$ cat src/rtl/seq_pkg.sv
// Shared types and constants for the serial sequence generator/detector path.
package seq_pkg;

  typedef enum logic [1:0] {
    IDLE  = 2'd0,
    SHIFT = 2'd1,
    GAP   = 2'd2,
    DONE  = 2'd3
  } gen_state_t;

  // Default pattern shared by the detectors and the generator.
  localparam logic [2:0] SEQ_PATTERN = 3'b001;

endpackage

$ cat src/rtl/piso_shift.sv
// Parallel-load, serial-out shift register; presents the MSB on q and shifts left.
module piso_shift #(
  parameter int WIDTH = 3
) (
  input  logic             clk,
  input  logic             clr,
  input  logic             load,
  input  logic             shift,
  input  logic [WIDTH-1:0] d,
  output logic             q
);

  logic [WIDTH-1:0] sr_p0;

  // Data is not cleared; clr only freezes it so a reset cycle cannot disturb the contents.
  always_ff @(posedge clk) begin
    if (!clr) begin
      if (load) begin
        sr_p0 <= d;
      end else if (shift) begin
        sr_p0 <= sr_p0 << 1;
      end
    end
  end

  assign q = sr_p0[WIDTH-1];

endmodule

$ cat src/rtl/seq_pattern_gen.sv
// Serial bit-pattern transmitter: sends a stored pattern MSB first, reps times,
// with GAP_LEN idle cycles between repetitions.
module seq_pattern_gen
  import seq_pkg::*;
#(
  parameter int               WIDTH    = 3,
  parameter logic [WIDTH-1:0] PATTERN  = SEQ_PATTERN,
  parameter int               CNT_W    = 4,
  parameter int               GAP_LEN  = 0,
  parameter logic             IDLE_BIT = 1'b1
) (
  input  logic             clk,
  input  logic             clr,
  input  logic             pat_load,
  input  logic [WIDTH-1:0] pat_in,
  input  logic             start,
  input  logic [CNT_W-1:0] reps,
  output logic             out,
  output logic             valid,
  output logic             busy,
  output logic             done
);

  localparam int BIT_W = (WIDTH > 1) ? $clog2(WIDTH) : 1;
  localparam int GAP_W = (GAP_LEN > 1) ? $clog2(GAP_LEN) : 1;
  localparam logic [BIT_W-1:0] BIT_LAST = BIT_W'(WIDTH - 1);
  localparam logic [GAP_W-1:0] GAP_LAST = GAP_W'((GAP_LEN > 0) ? GAP_LEN - 1 : 0);

  gen_state_t       state;
  logic [WIDTH-1:0] pat_reg;
  logic [BIT_W-1:0] bitcnt;
  logic [CNT_W-1:0] repcnt;
  logic [GAP_W-1:0] gapcnt;

  logic             accept;
  logic             rep_end;
  logic             more_reps;
  logic             sh_load;
  logic             sh_shift;
  logic [WIDTH-1:0] sh_d;
  logic             sh_q;

  assign accept    = (state == IDLE) && start && (reps != '0);
  assign rep_end   = (state == SHIFT) && (bitcnt == BIT_LAST);
  // repcnt still counts the repetition now finishing, so another follows when it exceeds 1.
  assign more_reps = (repcnt > CNT_W'(1));

  assign sh_load  = accept
                  || (rep_end && more_reps && (GAP_LEN == 0))
                  || ((state == GAP) && (gapcnt == GAP_LAST));
  assign sh_shift = (state == SHIFT);
  // A load coinciding with start must be the pattern that goes out.
  assign sh_d     = ((state == IDLE) && pat_load) ? pat_in : pat_reg;

  piso_shift #(
    .WIDTH (WIDTH)
  ) u_piso (
    .clk   (clk),
    .clr   (clr),
    .load  (sh_load),
    .shift (sh_shift),
    .d     (sh_d),
    .q     (sh_q)
  );

  always_ff @(posedge clk) begin
    if (clr) begin
      pat_reg <= PATTERN;
    end else if ((state == IDLE) && pat_load) begin
      pat_reg <= pat_in;
    end
  end

  always_ff @(posedge clk) begin
    if (clr) begin
      state  <= IDLE;
      bitcnt <= '0;
      repcnt <= '0;
      gapcnt <= '0;
    end else begin
      case (state)
        IDLE: begin
          if (start) begin
            if (reps != '0) begin
              state  <= SHIFT;
              bitcnt <= '0;
              repcnt <= reps;
            end else begin
              state <= DONE;
            end
          end
        end
        SHIFT: begin
          if (bitcnt == BIT_LAST) begin
            bitcnt <= '0;
            if (repcnt != '0) begin
              repcnt <= repcnt - 1'b1;
            end
            if (more_reps) begin
              if (GAP_LEN > 0) begin
                state  <= GAP;
                gapcnt <= '0;
              end
            end else begin
              state <= DONE;
            end
          end else begin
            bitcnt <= bitcnt + 1'b1;
          end
        end
        GAP: begin
          if (gapcnt == GAP_LAST) begin
            state <= SHIFT;
          end else begin
            gapcnt <= gapcnt + 1'b1;
          end
        end
        DONE: begin
          state <= IDLE;
        end
        default: begin
          state <= IDLE;
        end
      endcase
    end
  end

  assign out   = (state == SHIFT) ? sh_q : IDLE_BIT;
  assign valid = (state == SHIFT);
  assign busy  = (state != IDLE);
  assign done  = (state == DONE);

endmodule

$ cat config.mk
export PLATFORM = sky130hd
export DESIGN_NAME = seq_pattern_gen
export DESIGN_NICKNAME = d
export VERILOG_FILES = /design/src/rtl/seq_pkg.sv /design/src/rtl/piso_shift.sv /design/src/rtl/seq_pattern_gen.sv
export SDC_FILE = /design/constraint.sdc
export NUM_CORES = 1
export LEC_CHECK = 0
export CORE_UTILIZATION = 25
export DETAILED_ROUTE_END_ITERATION = 8
export SLEW_MARGIN = 0
export SYNTH_ARGS = -nofsm -noshare
export SYNTH_HDL_FRONTEND = slang
export SYNTH_HIERARCHICAL = 1
export SYNTH_SLANG_ARGS = --single-unit
$ cat constraint.sdc
create_clock -name clk -period 3.8 [get_ports clk]
set_input_delay 1.14 -clock clk [delete_from_list [all_inputs] [get_ports clk]]
set_output_delay 1.14 -clock clk [all_outputs]
set_load 0.02 [all_outputs]
==> reports/qor.csv <==
metric,value,unit
"Distinct cells, synth",40,
initial antenna violation count,0,
fin util,33.4,%
CTS tree,built,
net count after synthesis,97,
HPWL Detailed,1.30,mm
pins over their slew limit,0,
post-CTS setup repair buffer count,0,
RSZ-0062 raised after global routing,false,
Comb pwr share,26.8,%
hold depth,2,
crit-path max FO,8,
Clock Skew,0.00535,ns
Core ar.,3050,µm²
number of flip-flops in the largest register,4,
NumNets Final,112,
sequential fraction of the synthesis area,38.4,%
crit path time final,3.10,ns
maximum clock rate,322,MHz
post_cts resized,0,
diodes inserted,0,
IO buf count,14,
worst reg-to-reg path cell count,6,
Worst Path Arrival,1.96,ns
DRC,0,
critical path class,reg -> out,
pre-CTS WS,0.841,ns
P&R area growth vs syn,26.0,%
switch share,30.4,%
vias in the first global route,619,
Avg Synthesized Cell Area,9.62,µm²
iteration-0 DRC count of the detailed router,36,
switching power,121,µW
CTS buffer count,3,
peak supply drop,0.105,mV
slew margin rel.,69.5,%
yosys warns,6,
clock buffer depth,2,
Leak Pwr,0.363,nW
"count leader, synth",dfxtp_1,
fraction of layout cells with a size suffix above 1,20.4,%
Setup WS post-layout,0.699,ns
Filler cells,341,
Post-synth top cells,"dfxtp_1 (11), nor2_1 (9), mux2_2 (6)",
share of the synthesized area in the top cell type,27.2,%
required time of the critical path,2.66,ns
P_int,277,µW
Final period util,81.6,%
Clock transition at path regs,0.10,ns
initial core utilization,26.5,%
final hold viol count,0,
DRT Pass-1 Iters,4,
largest net degree at the start of global routing,11,
Sink Count,14,
power share of the clock group,28.7,%
setup TNS,0,ns
H-Tree Depth,1,
Hold/Removal Path Class,reg -> reg,
Critical Path Sink Type,output pin,
"Primary FF master, synth",dfxtp_1,
chip width,58.9,µm
number of top-level pins,15,
Synth Cell Area,808,µm²
final WL,1.72,mm
Slew @ Worst Pin,0.452,ns
FP Rows,20,
Tot GR Track Use,10.6,%
via count,683,
Die Area,3460,µm²
status,"finished, final reports clean",
largest cells by area after synthesis,"dfxtp_1 (27%), edfxtp_1 (11%), mux2_2 (8.4%)",
asr flop ratio synth,0,%
CTS Hold Bufs,0,
root buf cell,clkbuf_4,
final antenna-violating net count,0,
vias per cell,4.81,
Routed WL per cell,12.1,µm
Setup crit start kind,flip-flop,
first-pass GRT wire length,2.73,mm
grt ovf,0,
Final setup viols,0,
cell taking the most area after synthesis,dfxtp_1,
sequential share of power,44.5,%
Mapped Cells,84,
clk_lat worst skew,0.29,ns
Post-synth EDFFs,3,
die height,58.9,µm
GP Congestion,0.814,
#FFs+latches synth,14,
PD cells,391,nW/µm²
Max-cap violations,0,
-- routing by layer --
metal	GRT usage, %	part of all wire, %	up-vias	wire length, µm
li1	-	-	338	-
met1	13.6	49	334	843
met2	16.6	47	9	816
met3	1.98	2.5	2	43
met4	6.46	1.1	0	19
met5	0	0	-	0
-- power by group through the flow --
| stage | logic, mW | registers [mW] | clock network, mW |
|---|---|---|---|
| floorplan | 0.0782 | 0.176 | 0 |
| CTS | 0.107 | 0.177 | 0.117 |
| global route | 0.117 | 0.179 | 0.123 |
| detailed placement | 0.105 | 0.181 | 0 |
| global placement | 0.105 | 0.180 | 0 |
| finish | 0.107 | 0.177 | 0.114 |
-- cell families (layout without fill, tap and decap cells) --
| family | Yosys count | in the layout | share of synthesized area [%] |
|---|---|---|---|
| AOI/OAI and AO/OA | 20 | 20 | 20.6 |
| adders and majority gates | 2 | 2 | 3.10 |
| buffers and inverters | 9 | 23 | 4.95 |
| DFF | 14 | 14 | 38.4 |
| muxes | 7 | 7 | 9.60 |
| and+or+nand+nor | 32 | 32 | 23.4 |
-- metrics by stage --
step	hold slack, ns	power (mW)	instances	area [µm²]
final	0.504	0.398	142	1020
after global routing	0.542	0.419	142	1020
after CTS	0.501	0.401	142	1020
after detailed placement	0.486	0.286	138	982
after global placement	0.492	0.285	138	982
after floorplan	0.466	0.254	84	808
-- placed cells by master (no fill, tap or decap), types with 2 or more instances in the layout --
master / netlist / final
dfxtp_1: 11 / 11
nand2_1: 2 / 2
o21ai_0: 3 / 3
ha_1: 2 / 2
nand2b_1: 3 / 3
nand3_1: 2 / 2
o22ai_1: 2 / 2
and2_1: 3 / 3
a211oi_1: 2 / 2
clkbuf_4: 0 / 3
inv_1: 4 / 4
nor2_1: 9 / 9
a21oi_1: 3 / 3
edfxtp_1: 3 / 3
clkdlybuf4s50_1: 0 / 14
mux2_2: 6 / 6
nor3_1: 3 / 3
-- worst max-delay path, cell delays in order (launching register included) --
cell	delay [ns]
dfxtp_1	0.46
nand2b_1	0.35
inv_2	0.16
nand2b_1	0.10
clkdlybuf4s50_1	0.60
-- final cells by class --
| cell class | count | area, µm² | area share [%] |
|---|---|---|---|
| Clock buffer | 4 | 36.3 | 3.56 |
| Inverter | 5 | 18.8 | 1.84 |
| Multi-Input combinational cell | 61 | 458 | 45.0 |
| Sequential cell | 14 | 310 | 30.5 |
| Tap cell | 44 | 55.1 | 5.41 |
| Timing Repair Buffer | 14 | 140 | 13.8 |
-- worst paths after layout --
kind                   from  slack (ns)         endpoint
setup / recovery   state[1]        0.70              out
setup reg to reg  repcnt[0]        1.73  u_piso/sr_p0[2]
hold / removal    repcnt[3]        0.50        repcnt[3]
hold reg to reg   repcnt[3]        0.50        repcnt[3]
No activity file was read; power rests on OpenSTA's default activity.
